--- config.mk ---
export PLATFORM = sky130hd
export DESIGN_NAME = phy_tx_flat
export DESIGN_NICKNAME = d
export VERILOG_FILES = /design/src/rtl/phy_tx_if.sv /design/src/rtl/phy_tx.sv /design/src/flat_wrapper.sv
export SDC_FILE = /design/constraint.sdc
export NUM_CORES = 1
export LEC_CHECK = 0
export BUFFER_PORTS_ARGS = -buffer_cell sky130_fd_sc_hd__buf_2
export CORE_ASPECT_RATIO = 0.75
export CORE_MARGIN = 2
export CORE_UTILIZATION = 45
export DETAILED_ROUTE_END_ITERATION = 6
export PLACE_DENSITY = 0.79
export RECOVER_POWER = 25
export SKIP_LAST_GASP = 1
export SLEW_MARGIN = 5
export SYNTH_ARGS = -nofsm -noshare
export SYNTH_HDL_FRONTEND = slang
export SYNTH_SLANG_ARGS = --single-unit
--- constraint.sdc ---
create_clock -name clk_8f -period 1.8 [get_ports clk_8f]
set_input_delay 0.54 -clock clk_8f [delete_from_list [all_inputs] [get_ports clk_8f]]
set_output_delay 0.54 -clock clk_8f [all_outputs]
set_load 0.005 [all_outputs]
--- src/rtl/phy_tx_if.sv ---
// phy_tx_if: two-lane transmit bus between a byte source and phy_tx.
//   data_in_0/1, valid_in_0/1 : per-lane byte and valid from the source
//   ready_out                 : slot-accept strobe from the transmitter
//   active_out                : transmitter has finished its sync sequence
//   data_out0/1               : per-lane serial bit from the transmitter
// master = byte source side, slave = transmitter side.
interface phy_tx_if;
  logic [7:0] data_in_0;
  logic       valid_in_0;
  logic [7:0] data_in_1;
  logic       valid_in_1;
  logic       ready_out;
  logic       active_out;
  logic       data_out0;
  logic       data_out1;

  modport master (
    output data_in_0, valid_in_0, data_in_1, valid_in_1,
    input  ready_out, active_out, data_out0, data_out1
  );

  modport slave (
    input  data_in_0, valid_in_0, data_in_1, valid_in_1,
    output ready_out, active_out, data_out0, data_out1
  );
endinterface

--- src/rtl/phy_tx.sv ---
// phy_tx: two-lane byte-to-serial transmitter running at the clk_8f bit rate.
// Each lane shifts one byte out MSB first every 8 clocks. After reset both
// lanes send SYNC_WORDS copies of IDLE_CHAR, then every byte slot carries the
// lane's valid byte or IDLE_CHAR when none was offered.
//   clk_8f : bit clock, all state on posedge
//   reset  : asynchronous, active-low
//   bus    : phy_tx_if.slave (byte inputs, ready/active strobes, serial outputs)
module phy_tx #(
  parameter logic [7:0]  IDLE_CHAR  = 8'hBC,
  parameter int unsigned SYNC_WORDS = 4
) (
  input  logic     clk_8f,
  input  logic     reset,
  phy_tx_if.slave  bus
);

  typedef enum logic {SYNC, ACTIVE} state_t;

  localparam logic [4:0] SYNC_LAST = 5'(SYNC_WORDS - 1);

  state_t     state;
  logic [2:0] bit_cnt;
  logic [3:0] sync_cnt;
  logic [7:0] hold_0;
  logic [7:0] hold_1;
  logic       dout0_r;
  logic       dout1_r;
  logic       ready_r;
  logic       active_r;
  logic       load;
  logic       slot_open;
  logic       sync_done;

  assign load = (bit_cnt == 3'd7);

  // The load edge that fetches word SYNC_WORDS is a data slot. Normally that
  // happens in ACTIVE; with SYNC_WORDS=1 the reset-loaded word is the only
  // sync word, so the very first load edge is already a data slot.
  assign slot_open = (state == ACTIVE) || ({1'b0, sync_cnt} == SYNC_LAST);

  // True on the load edge that fetches word SYNC_WORDS-1 (or later).
  assign sync_done = ({1'b0, sync_cnt} + 5'd1) >= SYNC_LAST;

  always_ff @(posedge clk_8f or negedge reset) begin
    if (!reset) begin
      state    <= SYNC;
      bit_cnt  <= '0;
      sync_cnt <= '0;
      hold_0   <= IDLE_CHAR;
      hold_1   <= IDLE_CHAR;
      dout0_r  <= 1'b0;
      dout1_r  <= 1'b0;
      ready_r  <= 1'b0;
      active_r <= 1'b0;
    end else begin
      bit_cnt <= bit_cnt + 3'd1;
      dout0_r <= hold_0[3'd7 - bit_cnt];
      dout1_r <= hold_1[3'd7 - bit_cnt];
      // Registered strobe: raised one edge early so it is high in the cycle
      // that ends in the load edge. slot_open only changes on load edges.
      ready_r <= (bit_cnt == 3'd6) && slot_open;
      if (load) begin
        hold_0 <= (slot_open && bus.valid_in_0) ? bus.data_in_0 : IDLE_CHAR;
        hold_1 <= (slot_open && bus.valid_in_1) ? bus.data_in_1 : IDLE_CHAR;
        if (state == SYNC) begin
          sync_cnt <= sync_cnt + 4'd1;
          if (sync_done) begin
            state    <= ACTIVE;
            active_r <= 1'b1;
          end
        end
      end
    end
  end

  assign bus.data_out0  = dout0_r;
  assign bus.data_out1  = dout1_r;
  assign bus.ready_out  = ready_r;
  assign bus.active_out = active_r;

endmodule

--- src/flat_wrapper.sv ---
// flat-port wrapper written by rule: the top's interface ports become plain ports
module phy_tx_flat 
#(
  parameter logic [7:0]  IDLE_CHAR  = 8'hBC,
  parameter int unsigned SYNC_WORDS = 4
)
  (clk_8f, reset, bus_data_in_0, bus_valid_in_0, bus_data_in_1, bus_valid_in_1, bus_ready_out, bus_active_out, bus_data_out0, bus_data_out1);
  phy_tx_if bus_i ();
  input  logic clk_8f;
  input  logic reset;
  input wire logic [$bits(bus_i.data_in_0)-1:0] bus_data_in_0;
  input wire logic [$bits(bus_i.valid_in_0)-1:0] bus_valid_in_0;
  input wire logic [$bits(bus_i.data_in_1)-1:0] bus_data_in_1;
  input wire logic [$bits(bus_i.valid_in_1)-1:0] bus_valid_in_1;
  output wire logic [$bits(bus_i.ready_out)-1:0] bus_ready_out;
  output wire logic [$bits(bus_i.active_out)-1:0] bus_active_out;
  output wire logic [$bits(bus_i.data_out0)-1:0] bus_data_out0;
  output wire logic [$bits(bus_i.data_out1)-1:0] bus_data_out1;
  assign bus_i.data_in_0 = bus_data_in_0;
  assign bus_i.valid_in_0 = bus_valid_in_0;
  assign bus_i.data_in_1 = bus_data_in_1;
  assign bus_i.valid_in_1 = bus_valid_in_1;
  assign bus_ready_out = bus_i.ready_out;
  assign bus_active_out = bus_i.active_out;
  assign bus_data_out0 = bus_i.data_out0;
  assign bus_data_out1 = bus_i.data_out1;
  phy_tx #(.IDLE_CHAR(IDLE_CHAR), .SYNC_WORDS(SYNC_WORDS)) u_core (.clk_8f(clk_8f), .reset(reset), .bus(bus_i));
endmodule
==> results of run 1 <==
-- per-stage QoR --
step	setup TNS (ns)	utilization	hold WS, ns	total power [mW]	setup slack [ns]
3_3_place_gp	0	0.534	0.518	0.747	0.0761
4_1_cts	0	0.554	0.283	1.09	0.0328
6_report	0	0.558	0.475	1.08	0.174
5_1_grt	0	0.558	0.477	1.13	0.0765
2_1_floorplan	0	-	0.244	0.708	0.335
3_5_place_dp	-0.00110	0.534	0.530	0.750	-0.00110
-- final cells by class --
| class | instances | area (um2) | area share |
|---|---|---|---|
| well taps | 36 | 45.0 | 0.0306 |
| repair buffers | 27 | 140 | 0.0951 |
| clock buffers | 4 | 45.0 | 0.0306 |
| flip-flops and latches | 28 | 713 | 0.484 |
| multi-input cells | 48 | 467 | 0.317 |
| inverters | 17 | 63.8 | 0.0433 |
-- cells in the mapped netlist --
cell type / number
dfrtp_1: 18
inv_1: 17
dfstp_2: 10
o22a_1: 10
o22ai_1: 6
ha_1: 5
mux4_1: 4
nor2_1: 3
xnor2_1: 3
a21oi_1: 2
mux2_2: 2
nor4_1: 2
o211ai_1: 2
a21boi_0: 1
a21o_1: 1
a31oi_1: 1
and4b_1: 1
buf_1: 1
buf_2: 1
buf_6: 1
clkbuf_1: 1
mux2i_1: 1
nand2_1: 1
nand4_1: 1
nor3b_1: 1
o211a_1: 1
-- registers in the layout, summed over array words and instances, names as in the netlist --
name,cells
u_core.bit_cnt,3
u_core.bus.active_out,1
u_core.bus.data_out0,1
u_core.bus.data_out1,1
u_core.bus.ready_out,1
u_core.hold_0,8
u_core.hold_1,8
u_core.state,1
u_core.sync_cnt,4
-- per-layer routing --
metal  track usage  vias to the layer above  share of wire
li1              -                      402              -
met1         0.198                      404           0.43
met2         0.290                       22           0.52
met3        0.0434                        0          0.050
met4        0.0278                        0              0
met5             0                        -              0
-- how the worst min path moves through the flow --
stage / cells after the start / endpoint
final: 2 / u_core.hold_1[3]
after global routing: 2 / u_core.hold_0[7]
after CTS: 1 / u_core.bit_cnt[0]
after detailed placement: 2 / u_core.hold_1[6]
after global placement: 1 / u_core.sync_cnt[3]
after floorplan: 0 / u_core.bit_cnt[0]
-- worst max-delay path: stages, from the launching register on --
cell,delay (ns)
dfrtp_1,0.42
clkbuf_1,0.23
mux4_1,0.59
mux2_2,0.28
-- cells by family after synthesis --
family,synth area share
xor gates and xnor gates,0.0209
AOI/OAI and AO/OA,0.144
DFF,0.566
muxes,0.109
buffers and inverters,0.0695
and+or+nand+nor,0.0407
adders and majority gates,0.0497
-- power by group --
part	switching (mW)	internal (mW)
clock network	0.181	0.158
logic	0.0275	0.0399
registers	0.0106	0.658
-- timing repair --
action | in CTS | in global routing
setup endpoints to repair | 6 | 14
gates resized for setup | 0 | 2
pin swaps | 1 | 1
buffers inserted | 1 | 1
==> flow_summary.yaml, run 1 <==
placement:
  place.gp.congestion: 0.788
  placed_area_um2: 1410
  dp_hpwl_mm: 1.73
  io_buffers: 23
  placedCellCount: 154
timing:
  relSlewSlack: 0.0541
  final-setup-viol-count: 0
  final_hold_viol_count: 0
  timing.final.crit_share: 0.903
  finalClockSkew_ns: 0.00738
  slew_viol_final: 0
  rsz0062_at_grt: "false"
  max_freq_ghz: 0.615
  tightestPinTransition_ns: 1.42
  period_minus_slack_ns: 1.63
routing:
  wl_per_cell_um: 14.3
  viasPerCell: 5.18
  num_vias: 828
  drtIter0Drc: 28
  wirelength_mm: 2.28
  antenna_left: 0
  dr.pass1.iters: 4
  drc: 0
floorplan:
  pin_count: 24
  start_util: 0.477
  dieArea_um2: 3240
  coreArea_um2: 2640
  rows: 16
  die_w_um: 65.1
  die_h_um: 49.8
clocking:
  htreeDepth: 1
  path_clk_slew_ns: 0.09
  clk_latency_ns: 0.27
  cts_hold_buf: 0
  clockBufferDepth: 2
  clock-sinks: 28
  cts_buffers: 3
  root_buffer: "clkbuf_8"
  cts_tree: "built"
synthesis:
  netlist_area_um2: 1260
  avgSynthCellArea_um2: 13.0
  syn_nets: 122
  postSynthCellCount: 97
  yosysSeqAreaShare: 0.566
  yosysTopAreaCellShare: 0.357
  ys_seq_elements: 28
  synthTopCellsByArea: "dfrtp_1 (36%), dfstp_2 (21%), mux4_1 (8.3%)"
  yosys_warnings: 0
  synth_largest_area_cell: "dfrtp_1"
  ys_types: 26
layout:
  final_cell_area_um2: 1470
  n_antenna_cell: 0
  fillers: 233
  nets: 150
  fin_cells: 160
  most-common-layout-cells: "buf_2 (22), dfrtp_1 (18), inv_1 (17)"
  area_growth_pct: 17.0
  layout_commonest_cell: "buf_2"
  drive_gt1_frac: 0.339
setup_path:
  r2r_start: "u_core.bit_cnt[0]"
  crit_fanout: 4
  critPathCaptureType: "flop"
  cp.arrival_ns: 1.79
  worstSetupStartpointType: "flop"
  r2r_slack_ns: 0.17
  worstSetupPathType: "flop to flop"
  reg2regPathDepth: 3
  crit_start: "u_core.bit_cnt[0]"
  reg2reg_to: "u_core.bus.data_out1"
  critPathCapture: "u_core.bus.data_out1"
  cp_data_required_time_ns: 1.96
global_route:
  grt_pass1_vias: 923
  grt_pass1_wl_mm: 4.02
  grt_max_degree: 29
  antenna_found_initial: 0
  grt_use_total: 0.161
  overflow: 0
run:
  maxCapViolations: 0
power:
  cellPowerDensity_nw_per_um2: 730
  cellLeakagePower_nw: 0.706
  max-vdd-ir-drop_mv: 0.482
hold_path:
  min_from: "bus_data_in_1[3]"
  hold_class: "primary input to flop"
run_status:
  run_status: "finished clean"
Note: power is estimated with default switching activity, not from simulation.
==> inputs of run 2 (changes only) <==
- CORE_UTILIZATION: 45 -> 47
- PLACE_DENSITY: 0.79 -> 0.81
==> flow_summary.yaml, run 2 (synthesis results as in run 1) <==
setup_path:
  reg2reg_to: "u_core.hold_0[3]"
  reg2regPathDepth: 5
  cp.arrival_ns: 1.85
  critPathCaptureType: "flop"
  r2r_slack_ns: 0.23
  crit_fanout: 8
  cp_data_required_time_ns: 2.07
  r2r_start: "u_core.bit_cnt[0]"
  worstSetupStartpointType: "flop"
  worstSetupPathType: "flop to flop"
floorplan:
  rows: 16
  die_h_um: 48.8
  die_w_um: 63.8
  coreArea_um2: 2580
  start_util: 0.488
  pin_count: 24
  dieArea_um2: 3120
global_route:
  overflow: 0
  grt_use_total: 0.158
  grt_max_degree: 29
  antenna_found_initial: 0
  grt_pass1_wl_mm: 3.82
  grt_pass1_vias: 862
hold_path:
  min_from: "bus_data_in_1[3]"
  hold_class: "primary input to flop"
  min_path_cells: 2
  holdPathEnd: "u_core.hold_1[3]"
power:
  cellLeakagePower_nw: 0.719
  totalPowerFinal_mw: 1.15
  max-vdd-ir-drop_mv: 0.434
  cellPowerDensity_nw_per_um2: 774
clocking:
  htreeDepth: 1
  root_buffer: "clkbuf_4"
  clock-sinks: 28
  clk_latency_ns: 0.33
  clockBufferDepth: 2
  cts_hold_buf: 0
  cts_tree: "built"
  path_clk_slew_ns: 0.15
  cts_buffers: 3
routing:
  drc: 0
  antenna_left: 0
  num_vias: 820
  drtIter0Drc: 23
  wl_per_cell_um: 14.2
  wirelength_mm: 2.27
  dr.pass1.iters: 3
  viasPerCell: 5.13
placement:
  dp_hpwl_mm: 1.66
  io_buffers: 23
  place.gp.congestion: 0.786
timing:
  tightestPinTransition_ns: 1.42
  rsz0062_at_grt: "false"
  final_hold_viol_count: 0
  timing.final.crit_share: 0.874
  final-setup-viol-count: 0
  period_minus_slack_ns: 1.57
  setup-tns-final_ns: 0
  slew_viol_final: 0
  finalClockSkew_ns: 0.00455
  relSlewSlack: 0.0558
  max_freq_ghz: 0.636
layout:
  fillers: 219
  layout_commonest_cell: "buf_2"
  reg_top3: "u_core.hold_0: 8 flops, u_core.hold_1: 8 flops, u_core.sync_cnt: 4 flops"
  n_antenna_cell: 0
  drive_gt1_frac: 0.347
  area_growth_pct: 17.7
  most-common-layout-cells: "buf_2 (22), dfrtp_1 (18), inv_1 (17)"
  nets: 150
run_status:
  run_status: "finished clean"
run:
  maxCapViolations: 0
run 2: how the worst max path moves through the flow:
stage,start,to,slack (ns),cells past startpoint
2_1_floorplan,u_core.bit_cnt[1],u_core.hold_0[0],0.34,5
3_3_place_gp,u_core.sync_cnt[0],u_core.hold_0[6],0.17,4
3_5_place_dp,u_core.sync_cnt[1],u_core.hold_0[6],0.11,4
4_1_cts,u_core.sync_cnt[1],u_core.hold_0[6],0.08,4
5_1_grt,reset,u_core.bus.ready_out,0.15,1
6_report,u_core.bit_cnt[0],u_core.hold_0[3],0.23,5
run 2: area by class of cell:
cell class / instances / area, um2 / area share
Clock buffer: 3 / 22.5 / 0.0152
Timing Repair Buffer: 27 / 144 / 0.0970
Multi-Input combinational cell: 48 / 464 / 0.313
Clock inverter: 1 / 30.0 / 0.0203
Tap cell: 36 / 45.0 / 0.0304
Inverter: 17 / 63.8 / 0.0430
Sequential cell: 28 / 713 / 0.481
run 2: routing by layer:
metal | vias to the layer above | part of all wire | GRT usage
li1 | 402 | - | -
met4 | 0 | 0.0066 | 0.0326
met2 | 17 | 0.47 | 0.250
met5 | - | 0 | 0
met3 | 2 | 0.038 | 0.0485
met1 | 399 | 0.49 | 0.218
run 2: worst max-delay path: stages, from the launching register on:
cell and delay (ns):
dfrtp_1 0.56, ha_1 0.23, ha_1 0.24, o211ai_1 0.13, buf_4 0.18, o22a_1 0.18
run 2: metrics by stage:
| step | area (um2) | hold WS, ns | worst slack [ns] | util | instances |
|---|---|---|---|---|---|
| 3_5_place_dp | 1410 | 0.530 | 0.109 | 0.547 | 154 |
| 5_1_grt | 1480 | 0.396 | 0.151 | 0.574 | 160 |
| 4_1_cts | 1460 | 0.205 | 0.0842 | 0.567 | 158 |
| 3_3_place_gp | 1410 | 0.518 | 0.170 | 0.547 | 154 |
| 2_1_floorplan | 1260 | 0.244 | 0.335 | - | 97 |
| 6_report | 1480 | 0.412 | 0.227 | 0.574 | 160 |
run 2: power by group:
part / switching (mW) / internal, mW
logic: 0.0288 / 0.0401
registers: 0.00911 / 0.659
clock network: 0.185 / 0.225
total: 0.223 / 0.924
run 2: timing repair:
| action | 4_1_cts | 5_1_grt |
|---|---|---|
| gates resized for setup | 0 | 1 |
| buffers inserted | 0 | 2 |
| endpoints found under the setup margin | 0 | 16 |
